--- src/rtl/dmem_pkg.sv ---
// dmem_pkg: shared definitions for the data-memory access unit.
//   - funct3 access-size/signedness codes (F3_*)
//   - FSM state type for dmem_access_unit
//   - byte-enable patterns and a size decoder used for both loads and stores
package dmem_pkg;

    localparam logic [2:0] F3_B  = 3'd0;
    localparam logic [2:0] F3_H  = 3'd1;
    localparam logic [2:0] F3_W  = 3'd2;
    localparam logic [2:0] F3_BU = 3'd4;
    localparam logic [2:0] F3_HU = 3'd5;

    localparam logic [3:0] BE_NONE    = 4'b0000;
    localparam logic [3:0] BE_BYTE0   = 4'b0001;
    localparam logic [3:0] BE_LO_HALF = 4'b0011;
    localparam logic [3:0] BE_HI_HALF = 4'b1100;
    localparam logic [3:0] BE_ALL     = 4'b1111;

    typedef enum logic [1:0] {
        IDLE,
        REQ,
        RESP,
        DONE
    } dmem_state_t;

    typedef enum logic [1:0] {
        SZ_BYTE,
        SZ_HALF,
        SZ_WORD
    } access_size_t;

    // Only funct3[1:0] selects the size: bit 2 is signedness for loads and
    // ignored for stores, and codes 3/6/7 fall through to word.
    function automatic access_size_t decode_size(input logic [1:0] f3_lo);
        case (f3_lo)
            2'd0:    return SZ_BYTE;
            2'd1:    return SZ_HALF;
            default: return SZ_WORD;
        endcase
    endfunction

    // A misaligned half keeps the lane picked by addr[1]; a misaligned word
    // still enables the whole aligned word.
    function automatic logic [3:0] byte_enables(input access_size_t size,
                                                input logic [1:0] offset);
        case (size)
            SZ_BYTE: return BE_BYTE0 << offset;
            SZ_HALF: return offset[1] ? BE_HI_HALF : BE_LO_HALF;
            default: return BE_ALL;
        endcase
    endfunction

endpackage

--- src/rtl/dmem_access_unit_load_align.sv ---
// load_align: combinational load-data aligner.
//   rdata       in  DATAW  raw word from the data bus
//   byte_offset in  2      low address bits of the access
//   funct3      in  3      load size and signedness
//   result      out DATAW  rdata shifted right by 8*byte_offset, then
//                          sign-extended (LB/LH) or zero-extended (LBU/LHU);
//                          word-class codes pass the shifted value through.
module load_align
    import dmem_pkg::*;
#(
    parameter int DATAW = 32
) (
    input  logic [DATAW-1:0] rdata,
    input  logic [1:0]       byte_offset,
    input  logic [2:0]       funct3,
    output logic [DATAW-1:0] result
);

    logic [DATAW-1:0] shifted;

    always_comb begin
        shifted = rdata >> {byte_offset, 3'b000};
        case (funct3)
            F3_B:    result = {{(DATAW-8){shifted[7]}},   shifted[7:0]};
            F3_H:    result = {{(DATAW-16){shifted[15]}}, shifted[15:0]};
            F3_BU:   result = {{(DATAW-8){1'b0}},         shifted[7:0]};
            F3_HU:   result = {{(DATAW-16){1'b0}},        shifted[15:0]};
            default: result = shifted;
        endcase
    end

endmodule

--- src/rtl/dmem_access_unit.sv ---
// dmem_access_unit: Memory-stage data access unit for the RV32I pipeline.
// Turns the XM-stage load/store into a req/gnt (+rvalid for loads) bus
// transaction, stalls the pipeline until it completes and returns the
// aligned, extended load value to MW.
//
// Ports:
//   clock, reset          clock (rising edge), async active-high reset
//   access_valid          XM holds a load/store (stable while stall)
//   mem_rw                1 = store, 0 = load
//   funct3_xm             access size / signedness
//   addr_xm               byte address
//   store_data_xm         rs2 store value
//   bus_req/we/addr/be/wdata  registered bus request fields
//   bus_gnt, bus_rvalid, bus_rdata  bus responses
//   stall                 freeze PC/DX/XM (combinational)
//   load_data_mw          registered load result for writeback
//   misalign              registered 1-cycle misalignment flag
//
// Optional feature: define DMEM_MISALIGN_CHECK_EN to reject misaligned
// half/word accesses (no bus transaction, misalign pulses in DONE).
module dmem_access_unit
    import dmem_pkg::*;
#(
    parameter int DATAW     = 32,
    parameter int BUS_ADDRW = 32
) (
    input  logic                 clock,
    input  logic                 reset,
    input  logic                 access_valid,
    input  logic                 mem_rw,
    input  logic [2:0]           funct3_xm,
    input  logic [BUS_ADDRW-1:0] addr_xm,
    input  logic [DATAW-1:0]     store_data_xm,
    output logic                 bus_req,
    output logic                 bus_we,
    output logic [BUS_ADDRW-1:0] bus_addr,
    output logic [3:0]           bus_be,
    output logic [DATAW-1:0]     bus_wdata,
    input  logic                 bus_gnt,
    input  logic                 bus_rvalid,
    input  logic [DATAW-1:0]     bus_rdata,
    output logic                 stall,
    output logic [DATAW-1:0]     load_data_mw,
    output logic                 misalign
);

    dmem_state_t      state_q, state_d;
    access_size_t     size_xm;
    logic [3:0]       be_xm;
    logic [DATAW-1:0] wdata_xm;
    logic             misaligned_xm;
    logic [1:0]       offset_q;
    logic [2:0]       funct3_q;
    logic [DATAW-1:0] load_aligned;

    assign size_xm = decode_size(funct3_xm[1:0]);
    assign be_xm   = byte_enables(size_xm, addr_xm[1:0]);

    always_comb begin
        wdata_xm = '0;
        if (mem_rw) begin
            case (size_xm)
                SZ_BYTE: wdata_xm = {4{store_data_xm[7:0]}};
                SZ_HALF: wdata_xm = {2{store_data_xm[15:0]}};
                default: wdata_xm = store_data_xm;
            endcase
        end
    end

`ifdef DMEM_MISALIGN_CHECK_EN
    assign misaligned_xm = ((size_xm == SZ_HALF) && addr_xm[0]) ||
                           ((size_xm == SZ_WORD) && (addr_xm[1:0] != 2'b00));
`else
    assign misaligned_xm = 1'b0;
`endif

    always_ff @(posedge clock or posedge reset) begin
        if (reset) state_q <= IDLE;
        else       state_q <= state_d;
    end

    always_comb begin
        state_d = state_q;
        stall   = 1'b0;
        case (state_q)
            IDLE: begin
                stall = access_valid;
                if (access_valid) state_d = misaligned_xm ? DONE : REQ;
            end
            REQ: begin
                stall = 1'b1;
                // bus_we is the latched direction of the access in flight
                if (bus_gnt) state_d = bus_we ? DONE : RESP;
            end
            RESP: begin
                stall = 1'b1;
                if (bus_rvalid) state_d = DONE;
            end
            default: state_d = IDLE;
        endcase
    end

    // offset/funct3 are kept so RESP can align data after XM inputs move on
    load_align #(.DATAW(DATAW)) u_load_align (
        .rdata       (bus_rdata),
        .byte_offset (offset_q),
        .funct3      (funct3_q),
        .result      (load_aligned)
    );

    always_ff @(posedge clock or posedge reset) begin
        if (reset) begin
            bus_req      <= 1'b0;
            bus_we       <= 1'b0;
            bus_addr     <= '0;
            bus_be       <= BE_NONE;
            bus_wdata    <= '0;
            offset_q     <= '0;
            funct3_q     <= '0;
            load_data_mw <= '0;
        end else begin
            case (state_q)
                IDLE: begin
                    if (access_valid && !misaligned_xm) begin
                        bus_req   <= 1'b1;
                        bus_we    <= mem_rw;
                        bus_addr  <= {addr_xm[BUS_ADDRW-1:2], 2'b00};
                        bus_be    <= be_xm;
                        bus_wdata <= wdata_xm;
                        offset_q  <= addr_xm[1:0];
                        funct3_q  <= funct3_xm;
                    end
                end
                REQ: begin
                    if (bus_gnt) bus_req <= 1'b0;
                end
                RESP: begin
                    if (bus_rvalid) load_data_mw <= load_aligned;
                end
                default: ;
            endcase
        end
    end

`ifdef DMEM_MISALIGN_CHECK_EN
    always_ff @(posedge clock or posedge reset) begin
        if (reset) misalign <= 1'b0;
        else       misalign <= (state_q == IDLE) && access_valid && misaligned_xm;
    end
`else
    assign misalign = 1'b0;
`endif

endmodule
--- config.mk ---
export PLATFORM = sky130hd
export DESIGN_NAME = dmem_access_unit
export DESIGN_NICKNAME = d
export VERILOG_FILES = /design/src/rtl/dmem_pkg.sv /design/src/rtl/dmem_access_unit_load_align.sv /design/src/rtl/dmem_access_unit.sv
export SDC_FILE = /design/constraint.sdc
export NUM_CORES = 1
export LEC_CHECK = 0
export ABC_AREA = 1
export BUFFER_PORTS_ARGS = -buffer_cell sky130_fd_sc_hd__clkbuf_2
export CAP_MARGIN = 20
export CORE_ASPECT_RATIO = 1.75
export CORE_MARGIN = 2
export CORE_UTILIZATION = 49
export DETAILED_ROUTE_END_ITERATION = 7
export PLACE_DENSITY = 0.82
export RECOVER_POWER = 100
export SLEW_MARGIN = 0
export SYNTH_ARGS = -nofsm -noshare
export SYNTH_HDL_FRONTEND = slang
export SYNTH_SLANG_ARGS = --single-unit
export TNS_END_PERCENT = 10
--- constraint.sdc ---
create_clock -name clock -period 4.4 [get_ports clock]
set_clock_uncertainty 0.2 [all_clocks]
set_input_delay 0.44 -clock clock [delete_from_list [all_inputs] [get_ports clock]]
set_output_delay 0.44 -clock clock [all_outputs]
set_load 0.005 [all_outputs]
==> metrics.cfg <==
[cts]
cts.clk_slew.worst_paths_ns=0.08
cts_sinks=107
root_buffer=clkbuf_16
clkLatencyLatePin_ns=0.34
htree_levels=3
numCtsBuffers=9
cts_tree=yes
clk_path_buf_depth=2
cts-resized-gates=0

[final_layout]
diodes=0
area_growth_pct=22.7
multi_input_area_sq_mm=0.00213
fin_nets=933
n_fill_cell=979
fin_util_pct=62.1
drive_gt1_share_pct=24.4
register_area_sq_mm=0.00268
design_area_sq_mm=0.00639

[timing]
fin_crit_sh_pct=74.8
slew_headroom_pct=-43.5
hold_violations=0
worstMarginPinSlew_ns=2.14
post-route-min-period_ns=3.29
finalMaxSlewViolations=52
rsz0062_at_grt=false
setup-violations-final=0
timing.fmax_ghz=0.304
fin_tns_setup_ns=0

[route]
vias_per_cell=5.14
ant_nets=0
routedWlPerCell_um=14.9
drt-initial-drc-count=225
drc_errors=0
firstDrtPassIters=5
totalWireLength_mm=14.3
vias=4917

[power]
ir_worst_vdd_uv=378
power.share.sequential_pct=40.4
power.switching_mw=1.81
p_leak_nw=3.49
p_int_mw=2.59
swShare_pct=41.1
power_frac_clock_pct=17.6
p_comb_share_pct=42.0
power_density_mw_per_mm2=689

[critical_path]
r2r_slack_ns=1.31
end_kind=output pin
arrival_ns=2.65
worst-path-max-fanout=38
reg2reg_depth=6
crit_buf_inv=3
critPathLaunchType=register
critPathSlowestCell=inv_1
critPathMaxStageDelay_ns=0.92
crit_cells=7
crit_family=buffers and inverters
crit_required_ns=3.76
critical_path_class=reg2out
path_cells=inv_1, ha_1, nand2_1, inv_1, nor2_1, nor2_1, clkbuf_2

[logic_synthesis]
ys_async_sr_fraction_pct=100
synth.ff_latch_count=107
yosysSeqAreaShare_pct=51.4
syn_area_per_cell_sq_um=8.15
synth_top_flop_cell=dfrtp_1
yosys_warnings=0
synth_cells=639
synth_edf_count=0
synth_cell_types=28
syn-cell-area_sq_mm=0.00521

[placement]
place_area_sq_mm=0.00619
hpwl_mm=10.7
port_buffers=205
place_congestion=0.912

[die]
fp.coreArea_sq_mm=0.0103
die_w_um=81.9
dieArea_sq_mm=0.0115
initial_core_util_pct=50.6
dieHeight_um=140
num_io_pins=209
rows=49

[worst_hold_path]
holdPathStages=3
hold_path.class=in2reg

[flow_run]
drv_cap=1

[global_route]
track_usage_pct=25.1
grt_antenna_before_repair=0
grt_max_degree=59
overflow=0
grt_pass1_wl_mm=22.5
grt_pass1_vias=4755

[status]
violations=max-capacitance violations, max-slew violations
status=finished with violations

-- per-stage QoR --
step                worst slack (ns)  instances  power, mW  hold WS (ns)
CTS                             1.55        956       4.52        0.0763
finish                          1.11        956       4.40        0.0853
floorplan                      0.943        641       2.98         0.272
detailed placement              1.92        939       3.72         0.265
global placement                1.95        939       3.66         0.263
global route                   0.777        956       4.78        0.0894
-- registers in the layout (all words and copies together) (netlist names) --
register and count:
bus_be 4, bus_addr 30, bus_req 1, bus_wdata 32, state_q 2, bus_we 1
load_data_mw 32, offset_q 2, funct3_q 3
-- cells in the final DEF (no fill, tap or decap), drive strengths merged --
cell	synthesis	routed
a21oi	12	12
a22o	8	8
buf	29	3
clkbuf	8	214
clkinv	0	3
clkinvlp	0	3
conb	1	3
dfrtp	107	107
dlygate4sd3	0	1
ha	4	4
inv	42	43
mux2i	8	8
nand2	249	249
nand3	51	51
nor2	29	29
o211ai	9	9
o21ai	50	50
o22ai	9	9
or2	23	23
-- cells in the mapped netlist, types with 4 or more instances --
cell	count	area [sq um]
buf_4	8	60.1
inv_2	4	15.0
nand3_1	49	245
or2_2	23	144
nand2_2	8	50.1
nand2_1	240	901
dfrtp_1	107	2680
o21ai_1	10	50.1
o21ai_0	40	200
o211ai_1	9	67.6
buf_6	6	67.6
a22o_1	8	70.1
ha_1	4	50.1
inv_1	36	135
nor2_1	27	101
mux2i_1	8	80.1
buf_2	13	65.1
o22ai_1	9	56.3
a21oi_1	12	60.1
clkbuf_1	8	30.0
-- logic make-up after synthesis --
logic type                 after synthesis  synth area share [%]
and+or+nand+nor                        352                  28.5
DFF                                    107                  51.4
AOI/OAI and AO/OA                       88                  9.68
buffers and inverters                   79                  7.81
muxes                                    8                  1.54
adders and majority gates                4                 0.961
other                                    1                0.0720
-- worst register-to-register path, delay by kind of cell, from the launching register on --
kind | cells | cell delay (ns)
AOI/OAI and AO/OA | 1 | 0.28
adders and majority gates | 1 | 0.19
and+or+nand+nor | 2 | 1.44
DFF | 1 | 0.40
buffers and inverters | 2 | 0.50
-- layer usage --
layer / vias up / routed length [um] / part of all wire [%] / track usage (%)
li1: 2400 / - / - / -
met1: 2247 / 5290 / 37 / 29.5
met2: 235 / 7350 / 52 / 43.1
met3: 35 / 1120 / 7.8 / 5.09
met4: 0 / 493 / 3.5 / 11.0
met5: - / 0 / 0 / 0
-- layout make-up --
cell class              count  share of cell area (%)
clock buffers               9                    3.52
clock inverters             7                   0.940
inverters                  42                    2.60
multi-input cells         455                    33.3
flip-flops and latches    107                    41.9
well taps                 127                    2.49
repair buffers            209                    15.3
-- final timing paths --
check	from	end
hold reg to reg	load_data_mw[1]	load_data_mw[1]
min in group asynchronous	reset	bus_addr[25]
setup reg to reg	state_q[0]	bus_wdata[18]
setup / recovery	state_q[0]	stall
max in group asynchronous	reset	load_data_mw[1]
hold / removal	addr_xm[21]	bus_addr[21]
-- power by group through the flow --
stage	sequential, mW	combinational (mW)	clock [mW]
global placement	1.78	1.89	0
CTS	1.78	1.94	0.793
detailed placement	1.78	1.94	0
global route	1.83	2.12	0.827
finish	1.78	1.85	0.777
floorplan	1.74	1.24	0
-- repair_timing --
item	4_1_cts	5_1_grt
hold buffers	1	0
hold endpoints to repair	49	0
setup buffers	0	0
Power figures use the tool's default switching activity.
